## config.mk

```make
export PLATFORM = sky130hd
export DESIGN_NAME = cla_pipe_adder
export DESIGN_NICKNAME = d
export VERILOG_FILES = /design/src/rtl/cla_pkg.sv /design/src/rtl/cla_group4.sv /design/src/rtl/cla_pipe_adder.sv
export SDC_FILE = /design/constraint.sdc
export NUM_CORES = 1
export LEC_CHECK = 0
export CAP_MARGIN = 20
export CORE_MARGIN = 2
export CORE_UTILIZATION = 50
export CTS_BUF_LIST = sky130_fd_sc_hd__clkbuf_2 sky130_fd_sc_hd__clkbuf_4 sky130_fd_sc_hd__clkbuf_8
export DETAILED_ROUTE_END_ITERATION = 10
export GPL_TIMING_DRIVEN = 0
export PLACE_DENSITY = 0.75
export SYNTH_ARGS = -nofsm -noshare
export SYNTH_HDL_FRONTEND = slang
export SYNTH_SLANG_ARGS = --single-unit
```

## constraint.sdc

```tcl
create_clock -name clk -period 3.9 [get_ports clk]
set_input_delay 0.78 -clock clk [delete_from_list [all_inputs] [get_ports clk]]
set_output_delay 0.78 -clock clk [all_outputs]
set_load 0.01 [all_outputs]
```

## src/rtl/cla_pkg.sv

```systemverilog
// Shared constants and the propagate/generate combine used by the
// 4-bit lookahead group and the pipelined adder top.
package cla_pkg;

  localparam int GROUP_W = 4;

  typedef struct packed {
    logic p;
    logic g;
  } pg_t;

  // hi is the more significant span, lo the less significant one
  function automatic pg_t pg_combine(input pg_t hi, input pg_t lo);
    pg_t r;
    r.p = hi.p & lo.p;
    r.g = hi.g | (hi.p & lo.g);
    return r;
  endfunction

endpackage

```

## src/rtl/cla_group4.sv

```systemverilog
// Combinational 4-bit carry-lookahead group: sum, carry-out and the
// group propagate/generate used for whole-word lookahead.
module cla_group4
  import cla_pkg::*;
(
  input  logic [GROUP_W-1:0] a,
  input  logic [GROUP_W-1:0] b,
  input  logic               cin,
  output logic [GROUP_W-1:0] sum,
  output logic               cout,
  output logic               pg,
  output logic               gg
);

  logic [GROUP_W-1:0] p;
  logic [GROUP_W-1:0] g;
  logic [GROUP_W-1:0] c;

  assign p = a ^ b;
  assign g = a & b;

  assign c[0] = cin;
  assign c[1] = g[0] | (p[0] & cin);
  assign c[2] = g[1] | (p[1] & g[0]) | (p[1] & p[0] & cin);
  assign c[3] = g[2] | (p[2] & g[1]) | (p[2] & p[1] & g[0])
              | (p[2] & p[1] & p[0] & cin);

  // gg deliberately excludes cin so it can be chained across groups
  assign gg = g[3] | (p[3] & g[2]) | (p[3] & p[2] & g[1])
            | (p[3] & p[2] & p[1] & g[0]);
  assign pg = &p;

  assign cout = gg | (pg & cin);
  assign sum  = p ^ c;

endmodule

```

## src/rtl/cla_pipe_adder.sv

```systemverilog
// Pipelined carry-lookahead adder/subtractor: GPS lookahead groups per stage,
// L = WIDTH/(4*GPS) stages, valid/ready handshake with a global advance.
module cla_pipe_adder
  import cla_pkg::*;
#(
  parameter int WIDTH = 16,
  parameter int GPS   = 2
) (
  input  logic             clk,
  input  logic             rst_n,
  input  logic             in_valid,
  output logic             in_ready,
  input  logic [WIDTH-1:0] a,
  input  logic [WIDTH-1:0] b,
  input  logic             cin,
  input  logic             sub,
  output logic             out_valid,
  input  logic             out_ready,
  output logic [WIDTH-1:0] sum,
  output logic             cout,
  output logic             ovf,
  output logic             pg,
  output logic             gg
);

  localparam int SW = GROUP_W * GPS;
  localparam int L  = WIDTH / SW;

  // Rank k feeds stage k; rank L is the output register. In opa_q, bits
  // below k*SW already hold sum bits, bits above still hold operand A.
  logic             vld_q [0:L];
  logic [WIDTH-1:0] opa_q [0:L];
  logic [WIDTH-1:0] opb_q [0:L-1];
  logic             cy_q  [0:L];
  pg_t              acc_q [1:L];
  logic             ovf_q;

  logic [WIDTH-1:0] nxt_opa [1:L];
  logic             nxt_cy  [1:L];
  pg_t              nxt_acc [1:L];
  logic             nxt_ovf;
  logic             adv;

  assign adv      = !vld_q[L] | out_ready;
  assign in_ready = adv;

  for (genvar k = 0; k < L; k++) begin : g_stage
    logic             c   [0:GPS];
    pg_t              acc [0:GPS];
    logic [SW-1:0]    s;
    logic [WIDTH-1:0] merged;

    assign c[0] = cy_q[k];

    if (k == 0) begin : g_first
      assign acc[0] = '{p: 1'b1, g: 1'b0};
    end else begin : g_rest
      assign acc[0] = acc_q[k];
    end

    for (genvar j = 0; j < GPS; j++) begin : g_grp
      localparam int LSB = (k * GPS + j) * GROUP_W;
      logic grp_p;
      logic grp_g;

      cla_group4 u_grp (
        .a    (opa_q[k][LSB +: GROUP_W]),
        .b    (opb_q[k][LSB +: GROUP_W]),
        .cin  (c[j]),
        .sum  (s[j*GROUP_W +: GROUP_W]),
        .cout (c[j+1]),
        .pg   (grp_p),
        .gg   (grp_g)
      );

      assign acc[j+1] = pg_combine('{p: grp_p, g: grp_g}, acc[j]);
    end

    always_comb begin
      merged              = opa_q[k];
      merged[k*SW +: SW]  = s;
    end

    assign nxt_opa[k+1] = merged;
    assign nxt_cy[k+1]  = c[GPS];
    assign nxt_acc[k+1] = acc[GPS];

    // Carry into the MSB is recovered from the MSB sum bit and its operands
    if (k == L - 1) begin : g_last
      assign nxt_ovf = c[GPS] ^ merged[WIDTH-1] ^ opa_q[k][WIDTH-1] ^ opb_q[k][WIDTH-1];
    end
  end

  always_ff @(posedge clk or negedge rst_n) begin
    if (!rst_n) begin
      for (int k = 0; k <= L; k++) begin
        vld_q[k] <= 1'b0;
        opa_q[k] <= '0;
        cy_q[k]  <= 1'b0;
      end
      for (int k = 0; k < L; k++) begin
        opb_q[k] <= '0;
      end
      for (int k = 1; k <= L; k++) begin
        acc_q[k] <= '0;
      end
      ovf_q <= 1'b0;
    end else if (adv) begin
      vld_q[0] <= in_valid;
      opa_q[0] <= a;
      opb_q[0] <= sub ? ~b : b;
      cy_q[0]  <= sub | cin;
      for (int k = 1; k <= L; k++) begin
        vld_q[k] <= vld_q[k-1];
        opa_q[k] <= nxt_opa[k];
        cy_q[k]  <= nxt_cy[k];
        acc_q[k] <= nxt_acc[k];
      end
      for (int k = 1; k < L; k++) begin
        opb_q[k] <= opb_q[k-1];
      end
      ovf_q <= nxt_ovf;
    end
  end

  assign out_valid = vld_q[L];
  assign sum       = opa_q[L];
  assign cout      = cy_q[L];
  assign ovf       = ovf_q;
  assign pg        = acc_q[L].p;
  assign gg        = acc_q[L].g;

endmodule

```

; ---- Word level (Yosys, flattened, before mapping)
; Index checks and enable logic that the tools add are counted.
[totals]
ff_bits = 91
in_bits = 38
out_inout_bits = 22
wordCells = 149
[op_classes]
mux = 1
bitwise = 127
n_reduce_logical = 5
[ops]
columns = operator, n
row1 = $and 1x1->1, 66
row2 = $or 1x1->1, 45
row3 = $xor 4x4->4, 8
row4 = $and 4x4->4, 4
row5 = $mux 16, 1
row6 = $not 16->16, 1
row7 = $reduce_and 4->1, 4
row8 = $xor 1x1->1, 3
row9 = $logic_not 1->1, 1

; ---- Logic depth before layout (Yosys ltp)
; Gate-level depths: netlist of the first run.
[depth]
depth_word = 12
ltp_mapped = 8
ltp_nobuf = 8

; ---- Hierarchy
; Synthesis of the first run repeated with hierarchy kept, for this count alone.
[hier_totals]
hier_cells = 332
hier_area_um2 = 4474.3
[by_module_without_submodules]
columns = module, n_inst, cells_per_inst, area_each_um2, seq_area_each_um2
row1 = cla_pipe_adder, 1, 244, 3721.1, 2077.0
row2 = cla_group4 (g_stage[1].g_grp[0].u_grp ...), 2, 22, 193.9, 0.0
row3 = cla_group4 (g_stage[0].g_grp[0].u_grp ...), 2, 22, 182.7, 0.0

; ---- Worst setup path after synthesis of the first run
; No wires, ideal clock.
[synth_timing]
path_kind = input to output
startpoint = input out_ready
endpoint = output in_ready
arrival_time_ns = 1.529
setup_slack_ns = 1.591
cell_stages = 4
cell_sequence = nor2b_1 > inv_1 > buf_2 > buf_1
[synth_between]
elab_chain_cells = 1
[synth_rtl]
columns = element, line
row1 = from (decl), cla_pipe_adder.sv:18  ; input logic out_ready,
row2 = $or 1x1->1, cla_pipe_adder.sv:44  ; assign adv = !vld_q[L] | out_ready;
row3 = to (decl), cla_pipe_adder.sv:12  ; output logic in_ready,
; Every way passes these cells.

; ---- Worst setup path in the final report of the first run
; Ends and elaborated chain as after synthesis.

==> results of run 1 <==
power breakdown:
group          internal, mW  total, mW  switching [mW]
registers              1.18       1.39           0.201
logic                 0.745       1.62           0.872
clock network         0.317      0.625           0.308
cells in the mapped netlist (2+ instances only):
cell type and n:
dfrtp_1 83, nand2_1 164, a21boi_0 2, and3_1 5
buf_2 4, o221ai_1 2, clkbuf_1 13, a21o_1 9
xor2_1 5, o21ai_0 27, inv_1 7, a21oi_2 2
xnor2_1 22, nand3_1 5, ha_1 16, nor2_1 9
fa_1 4, o211ai_1 3, buf_1 4, a21oi_1 14
nand4_1 4, a211oi_1 2
final cells by class:
type / instances / area share
repair buffers: 59 / 0.1235
inverters: 8 / 0.006122
clock buffers: 11 / 0.02959
plain buffers: 21 / 0.01709
clock inverters: 5 / 0.01071
multi-input cells: 313 / 0.3635
flip-flops and latches: 83 / 0.4235
well taps: 102 / 0.02602
routing by layer:
metal | wire (um) | global-route usage | vias to the layer above | part of all wire
met5 | 0 | 0 | - | 0
met4 | 175 | 0.08333 | 0 | 0.020
met3 | 396 | 0.04190 | 13 | 0.046
met2 | 4021 | 0.3400 | 85 | 0.47
met1 | 3989 | 0.2953 | 1480 | 0.46
li1 | - | - | 1538 | -
logic make-up (layout without fill, tap and decap cells):
kind of cell,after synthesis,after routing,share of synthesized area
AOI/OAI and AO/OA,69,69,0.1156
xor gates and xnor gates,27,27,0.05951
and+or+nand+nor,196,196,0.2006
DFF,83,83,0.5227
buffers and inverters,29,104,0.02865
muxes,1,1,0.002519
adders and majority gates,20,20,0.07053
worst max-delay path, delay by kind of cell:
kind | cells | cell delay, ps
buffers and inverters | 5 | 2000
AND/OR/NAND/NOR | 1 | 110
flip-flops by register name (all words and copies together), names as in the netlist, 2 cells and up:
| name | cells |
|---|---|
| acc_q | 2 |
| cy_q | 2 |
| g_stage.merged | 16 |
| opa_q | 16 |
| opb_q | 24 |
| sum | 16 |
| vld_q | 2 |
how the worst max path moves through the flow:
stage | to | cells after the start | slack (ps) | startpoint
final | in_ready | 6 | 220 | out_ready
after global routing | in_ready | 6 | 80 | out_ready
after CTS | in_ready | 6 | 210 | out_ready
after detailed placement | in_ready | 6 | 220 | out_ready
after global placement | opb_q[28] | 1 | -810 | rst_n
after floorplan | in_ready | 4 | 1590 | out_ready
layout by cell type (no fill, tap or decap), types with 2 or more instances in the layout:
cell / netlist / final
clkdlybuf4s50_1: 0 / 57
nand3_1: 5 / 5
nand4_1: 4 / 4
clkbuf_1: 13 / 13
fa_1: 4 / 4
o221ai_1: 2 / 2
clkinv_2: 0 / 3
ha_1: 16 / 16
clkbuf_8: 0 / 10
a21oi_2: 2 / 2
buf_2: 4 / 4
a21boi_0: 2 / 2
xor2_1: 5 / 5
xnor2_1: 22 / 22
and3_1: 5 / 5
nor2_1: 9 / 9
buf_1: 4 / 4
a211oi_1: 2 / 2
a21oi_1: 14 / 14
dfrtp_1: 83 / 83
nand2_1: 164 / 164
a21o_1: 9 / 9
o211ai_1: 3 / 3
inv_1: 7 / 7
o21ai_0: 27 / 27
per-stage QoR:
stage / setup WS [ps] / utilization / area, um^2
global route: 80.89 / 0.6347 / 4905
detailed placement: 221.6 / 0.6091 / 4707
global placement: -807.1 / 0.6059 / 4682
CTS: 211.7 / 0.6347 / 4905
finish: 222.4 / 0.6347 / 4905
floorplan: 1591 / - / 3974
==> metrics, run 1 <==
cell count after synthesis=425; worst skew pair latency=360 ps; number of synthesized register bits=just over 80; H-tree Lvls=3; Die W=93.15 um; length in cells of the worst reg-to-reg path=8; outcome=finished, final reports clean; post-synth top area cell=dfrtp_1; CP startpoint kind=input pin; yosys warns=0; PostCTS Resize Cnt=0; Starting Density=0.5142; CTS tree=done; Slew Limit Fails=0; Ports=60; register area=0.002077 mm^2; Max Clock Freq=approximately 270 MHz; Clock Sinks=83; critical path capture point type=primary output; Post-CTS Setup Inserts=0; Post-DRT Antenna Nets=0; pin count of the biggest net entering global routing=between 50 and 60; R2R Setup Slk=1400 ps; slew at the pin closest to its max-slew limit=582.0 ps; slowest CP cell=clkdlybuf4s50_1; CP most frequent cell=clkdlybuf4s50_1; Data arrival, critical path=2900 ps; max incr delay on CP=640 ps; layout cells sized above 1=0.06000; grt ovf=0; leakage=about 2.3 nW; number of port buffers=slightly below 60; crit-path max FO=10; final hold slack=356.4 ps; crit path cell chain=clkdlybuf4s50_1 > nor2b_1 > inv_1 > buf_2 > buf_1 > clkdlybuf4s50_1; CP required=3120 ps; clock-pin slew on the worst setup and hold paths=80 ps; final wirelength=8582 um; CTS Buf Count=9; top cells by area, synth=dfrtp_1, nand2_1, ha_1, xnor2_1, o21ai_0; hpwl dp=6333 um; vias per inst=roughly 5.2; DIE HEIGHT=93.15 um; final setup fails=0; post-route DRC violation count=0; Initial DRC Count=159; skew final=9.374 ps; unrepaired setup endpoints after global routing=no; Layout area overhead=23.43%; Synth Flop Type=dfrtp_1; deepest clock path buffer count=2; fillers=642; Worst Hold Class=input pin to asynchronous set/reset pin; placed cells=just under 600; core area=0.007727 mm^2; Hold-fix buffers, CTS=0; root buffer cell=clkbuf_8; netlist area before placement=a little under 0.004 mm^2; number of global-route vias before repair=3055; number of antenna violations at the first check in global routing=0; Multi-input gate area=around 0.0018 mm^2; r2r startpoint=opb_q[17]; P per Cell Area=739.6 mW/mm^2; Via Count=about 3100; Synth Area per Inst=9.350 um^2; Post-synth EDFFs=0; fin crit share=0.9430; endpoints failing hold=0; FP Rows=32; GRT Total Usage=0.2152; die area=0.008677 mm^2; unique cell type count in the Yosys netlist=41; post-synth top area share=0.5227; GP Congestion=0.8623; Layout Cells excl Fill=602; post-route minimum period=roughly 3700 ps; Setup TNS=0 ps; Max-Cap Viols=0; Mapped Nets=483; wire per inst=14.26 um; Inserted Diodes=0; Async SR Flop Fraction=1.000; Seq/Total Area, Yosys=0.5227; first-pass GRT wire length=14520 um; iteration count of the initial detailed-routing pass=5; total power=about 3.6 mW; largest vdd supply drop=0.2693 mV; worst r2r dst=g_stage[1].merged[5]; critical path class=input pin to primary output; Net count, final=553; Slew headroom=0.6120
No activity file was read; power rests on OpenSTA's default activity.
==> run 2: changes to the inputs <==
Settings changed: CORE_ASPECT_RATIO set to 0.6.
==> run 2 against run 1 <==
  * Fmax is 0.74% higher
  * Non-clock buffer count stayed put
  * First-iteration DRC count is 70% higher
  * Global-route usage increased by 0.61 points
  * Clock-buffer cell count shrank 1
  * Core utilization down 0.24 points
  * Critical endpoint unchanged
  * Largest power group unchanged
==> metrics, run 2 (synthesis results as in run 1) <==
Max-Cap Viols=0 (unchanged); Setup TNS=0 ps (unchanged); Ports=60 (unchanged); Sw Ratio=0.3794 (was 0.3808); Most flops, register=opb_q (unchanged); max reg flops=24 (unchanged); root buffer cell=clkbuf_8 (unchanged); Slew headroom=0.6194 (was 0.6120); most frequent cells in the layout=nand2_1, dfrtp_1, clkdlybuf4s50_1 (unchanged); sw power=1.403 mW (was 1.381 mW); slowest CP cell=clkdlybuf4s50_1 (unchanged); Seq pwr share=0.377 (was 0.382); crit path cell chain=clkdlybuf4s50_1 > nor2b_1 > inv_1 > buf_2 > buf_1 > clkdlybuf4s50_1 (unchanged); CTS Buf Count=9 (unchanged); number of antenna violations at the first check in global routing=0 (unchanged); Via Count=3112 (was 3116); post-route minimum period=3651 ps (was 3678 ps); core area=0.007789 mm^2 (was 0.007727 mm^2); GRT Total Usage=0.2214 (was 0.2152); P per Cell Area=750.9 mW/mm^2 (was 739.6 mW/mm^2); Layout area overhead=23.93% (was 23.43%); iteration count of the initial detailed-routing pass=5 (unchanged); H-tree Lvls=3 (unchanged); Hold-fix buffers, CTS=0 (unchanged); Slew Limit Fails=0 (unchanged); Inserted Diodes=0 (unchanged); FP Rows=25 (was 32); Post-DRT Antenna Nets=0 (unchanged); crit-path max FO=10 (unchanged); Max Clock Freq=273.9 MHz (was 271.9 MHz); layout cells sized above 1=0.05812 (was 0.06000); die area=0.008700 mm^2 (was 0.008677 mm^2); Gate power share=0.444 (was 0.446); largest vdd supply drop=0.2974 mV (was 0.2693 mV); CP most frequent cell=clkdlybuf4s50_1 (unchanged); CTS tree=done (unchanged); cell internal pwr=2.295 mW (was 2.246 mW); total power=3.698 mW (was 3.627 mW); GP Congestion=0.9294 (was 0.8623); pin count of the biggest net entering global routing=65 (was 53); clock-pin slew on the worst setup and hold paths=80 ps (about the same); Clock Sinks=83 (unchanged); Post-CTS Setup Inserts=0 (unchanged); wire per inst=14.52 um (was 14.26 um); deepest clock path buffer count=2 (unchanged); CP required=3120 ps (about the same); vias per inst=5.127 (was 5.176); first-pass GRT wire length=14460 um (was 14520 um); Die W=119.1 um (was 93.15 um); number of port buffers=58 (unchanged); leakage=2.330 nW (was 2.323 nW); DIE HEIGHT=73.06 um (was 93.15 um); Initial DRC Count=270 (was 159); PostCTS Resize Cnt=0 (unchanged); Net count, final=553 (unchanged); unrepaired setup endpoints after global routing=no (unchanged); outcome=finished, final reports clean (unchanged); grt ovf=0 (unchanged); Clk pwr share=0.179 (was 0.172); Data arrival, critical path=2870 ps (was 2900 ps); final setup fails=0 (unchanged); number of global-route vias before repair=2921 (was 3055); max incr delay on CP=630 ps (was 640 ps); skew final=6.974 ps (was 9.374 ps); CP startpoint kind=input pin (unchanged); Starting Density=0.5102 (was 0.5142); endpoints failing hold=0 (unchanged); critical path class=input pin to primary output (unchanged); critical path capture point type=primary output (unchanged); worst skew pair latency=370 ps (was 360 ps); most common cell after layout, fill and taps aside=nand2_1 (unchanged); slew at the pin closest to its max-slew limit=570.8 ps (was 582.0 ps); Worst Hold Class=input pin to asynchronous set/reset pin (unchanged); post-route DRC violation count=0 (unchanged); hpwl dp=6586 um (was 6333 um); fin crit share=0.9361 (was 0.9430); final wirelength=8814 um (was 8582 um)
-- run 2: cell types whose count changed in the layout (fill, tap and decap cells not counted) --
cell	delta
clkbuf_8	-1
clkinvlp_4	-1
bufinv_16	+1
clkinv_2	-1
clkinv_4	+1
-- run 2: metrics by stage --
stage	setup slack [ps]	std cells	utilization	hold WS [ps]	area (um^2)
floorplan	1591	425	-	430.0	3974
global placement	-820.2	591	0.6021	440.8	4690
detailed placement	263.9	592	0.6053	450.3	4715
CTS	262.8	607	0.6323	280.0	4925
global route	109.6	607	0.6323	290.7	4925
finish	249.4	607	0.6323	287.9	4925
-- run 2: area by class of cell --
class | count | area [um^2]
Buffer | 21 | 83.83
Multi-Input combinational cell | 313 | 1783
Tap cell | 108 | 135.1
Sequential cell | 83 | 2077
Timing Repair Buffer | 59 | 605.6
Fill cell | 639 | 2864
Clock buffer | 10 | 131.4
Clock inverter | 5 | 78.83
Inverter | 8 | 30.03
-- run 2: worst paths after layout --
| path | start | to | slack [ps] | depth (start not counted) |
|---|---|---|---|---|
| min in group clk | vld_q[1] | vld_q[1] | 470 | 2 |
| worst max-delay path | out_ready | in_ready | 250 | 6 |
| worst min register to register | vld_q[1] | vld_q[1] | 470 | 2 |
| worst min-delay path | rst_n | opa_q[31] | 290 | 1 |
| worst max register to register | opb_q[17] | g_stage[1].merged[5] | 1320 | 8 |
| max in group asynchronous | rst_n | opb_q[11] | 3020 | 2 |
-- run 2: routing by layer --
| layer | global-route usage | vias to the layer above | share of wire |
|---|---|---|---|
| met1 | 0.3162 | 1449 | 0.50 |
| met2 | 0.3250 | 107 | 0.42 |
| li1 | - | 1544 | - |
| met5 | 0 | - | 0 |
| met4 | 0.08466 | 0 | 0.015 |
| met3 | 0.06016 | 12 | 0.063 |
-- run 2: power by group through the flow --
stage	registers (mW)	clock network, mW	logic (mW)
floorplan	1.40	0	1.03
global placement	1.39	0	1.57
detailed placement	1.41	0	1.63
CTS	1.39	0.680	1.65
global route	1.43	0.711	1.84
finish	1.39	0.663	1.64
-- run 2: worst max-delay path: cells and delay by family --
kind / cells / cell delay (ps)
simple gates: 1 / 100
buf+inv: 5 / 1970
==> run 3: changes to the inputs <==
Settings changed: CELL_PAD_IN_SITES_DETAIL_PLACEMENT set to 2, CELL_PAD_IN_SITES_GLOBAL_PLACEMENT set to 2, CORE_UTILIZATION 50 to 37, PLACE_DENSITY 0.75 to not set, PLACE_DENSITY_LB_ADDON set to 0.1.
==> run 3 against run 2 <==
  * First-iteration DRC count fell by 58%
  * Non-clock buffer count is the same
  * Largest power group unchanged
  * Worst setup slack worse by 100 ps
  * Critical path depth stayed put
  * Combinational power is 5% higher
  * Sequential power is essentially flat
  * Final area rose by 0.91%
  * Clock power rose by 8.0%
==> metrics, run 3 (synthesis results as in run 1) <==
CTS Buf Count=9 (unchanged); first-pass GRT wire length=20110 um (was 14460 um); grt ovf=0 (unchanged); GRT Total Usage=0.2291 (was 0.2214); hpwl dp=9010 um (was 6586 um); final setup fails=0 (unchanged); length in cells of the worst reg-to-reg path=8 (unchanged); endpoints failing hold=0 (unchanged); total power=3.872 mW (was 3.698 mW); post-route minimum period=3751 ps (was 3651 ps); max reg flops=24 (unchanged); root buffer cell=clkbuf_8 (unchanged); worst r2r dst=g_stage[1].merged[5] (unchanged); clock-pin slew on the worst setup and hold paths=80 ps (about the same); post-route DRC violation count=0 (unchanged); Inserted Diodes=0 (unchanged); largest vdd supply drop=0.2390 mV (was 0.2974 mV); H-tree Lvls=3 (unchanged); wire per inst=18.87 um (was 14.52 um); Post-DRT Antenna Nets=0 (unchanged); r2r startpoint=opa_q[33] (was opb_q[17]); outcome=finished, final reports clean (unchanged); Slew Limit Fails=0 (unchanged); CTS tree=done (unchanged); die area=0.01161 mm^2 (was 0.008700 mm^2); iteration count of the initial detailed-routing pass=4 (was 5); Max-Cap Viols=0 (unchanged); leakage=2.325 nW (was 2.330 nW); most common cell after layout, fill and taps aside=nand2_1 (unchanged); slew at the pin closest to its max-slew limit=623.7 ps (was 570.8 ps); deepest clock path buffer count=2 (unchanged); Hold-fix buffers, CTS=0 (unchanged); final hold slack=414.1 ps (was 287.9 ps); GP Congestion=0.7928 (was 0.9294); critical path class=input pin to primary output (unchanged); Data arrival, critical path=2970 ps (was 2870 ps); crit-path max FO=10 (unchanged); most frequent cells in the layout=nand2_1, dfrtp_1, clkdlybuf4s50_1 (unchanged); slowest CP cell=clkdlybuf4s50_1 (unchanged); number of global-route vias before repair=3689 (was 2921); fillers=1152 (was 639); layout cells sized above 1=0.06000 (was 0.05812); critical path capture point type=primary output (unchanged); pin count of the biggest net entering global routing=47 (was 65); number of antenna violations at the first check in global routing=0 (unchanged); R2R Setup Slk=1340 ps (was 1320 ps); Ports=60 (unchanged); vias per inst=5.080 (was 5.127); DIE HEIGHT=84.28 um (was 73.06 um); Worst Hold Class=input pin to asynchronous set/reset pin (unchanged); Slew headroom=0.5842 (was 0.6194); FP Rows=29 (was 25); core area=0.01052 mm^2 (was 0.007789 mm^2); Layout area overhead=25.06% (was 23.93%); Via Count=3246 (was 3112); Starting Density=0.3776 (was 0.5102); Post-CTS Setup Inserts=0 (unchanged); number of port buffers=58 (unchanged); Die W=137.8 um (was 119.1 um); crit path cell chain=clkdlybuf4s50_1 > nor2b_1 > inv_1 > buf_2 > buf_1 > clkdlybuf4s50_1 (unchanged); Clock Sinks=83 (unchanged); P per Cell Area=779.1 mW/mm^2 (was 750.9 mW/mm^2); CP startpoint kind=input pin (unchanged); CP required=3120 ps (about the same); worst skew pair latency=370 ps (about the same); PostCTS Resize Cnt=0 (unchanged); Most flops, register=opb_q (unchanged); max incr delay on CP=570 ps (was 630 ps); Initial DRC Count=113 (was 270); Max Clock Freq=266.6 MHz (was 273.9 MHz); skew final=8.907 ps (was 6.974 ps); unrepaired setup endpoints after global routing=no (unchanged); critical path launch point=out_ready (unchanged); Net count, final=553 (unchanged); CP most frequent cell=clkdlybuf4s50_1 (unchanged); final wirelength=12060 um (was 8814 um); fin crit share=0.9618 (was 0.9361)
==> run 3: worst max path at each step <==
stage / endpoint / slack (ps)
5_1_grt: in_ready / 20
3_5_place_dp: in_ready / 130
3_3_place_gp: sum[12] / -1090
6_report: in_ready / 150
2_1_floorplan: in_ready / 1590
4_1_cts: in_ready / 90
==> run 3: area by class of cell <==
cell class                 instances  area [um^2]  area share
sequential                        83         2077      0.4179
buffer                            21        83.83     0.01687
inverter                           8        30.03    0.006042
clock buffer                       9        123.9     0.02492
timing repair buffer              59        598.1      0.1203
tap                              139        173.9     0.03499
multi-input combinational        313         1783      0.3588
clock inverter                     7        100.1     0.02014
==> run 3: per-layer routing <==
metal,wire length [um],part of all wire,global-route usage,up-vias
met3,512,0.042,0.05374,19
met2,5514,0.46,0.3623,62
met1,5825,0.48,0.3181,1631
met4,203,0.017,0.06122,0
li1,-,-,-,1534
met5,0,0,0,-
==> run 3: where the power goes <==
part / internal (mW) / switching, mW / total [mW]
registers: 1.18 / 0.237 / 1.42
logic: 0.752 / 0.982 / 1.73
clock network: 0.366 / 0.350 / 0.716
==> run 3: per-stage QoR <==
step           worst slack [ps]  setup TNS [ps]  utilization  std cells  instance area [um^2]
2_1_floorplan              1591               0            -        425                  3974
3_3_place_gp              -1088          -89800       0.4493        622                  4728
3_5_place_dp              125.8               0       0.4510        623                  4746
4_1_cts                   89.96               0       0.4723        639                  4970
5_1_grt                   16.44               0       0.4723        639                  4970
6_report                  148.8               0       0.4723        639                  4970
==> run 3: worst max-delay path: cells and delay by family <==
| family | cells | cell delay [ps] |
|---|---|---|
| buffers and inverters | 5 | 1770 |
| AND/OR/NAND/NOR | 1 | 420 |
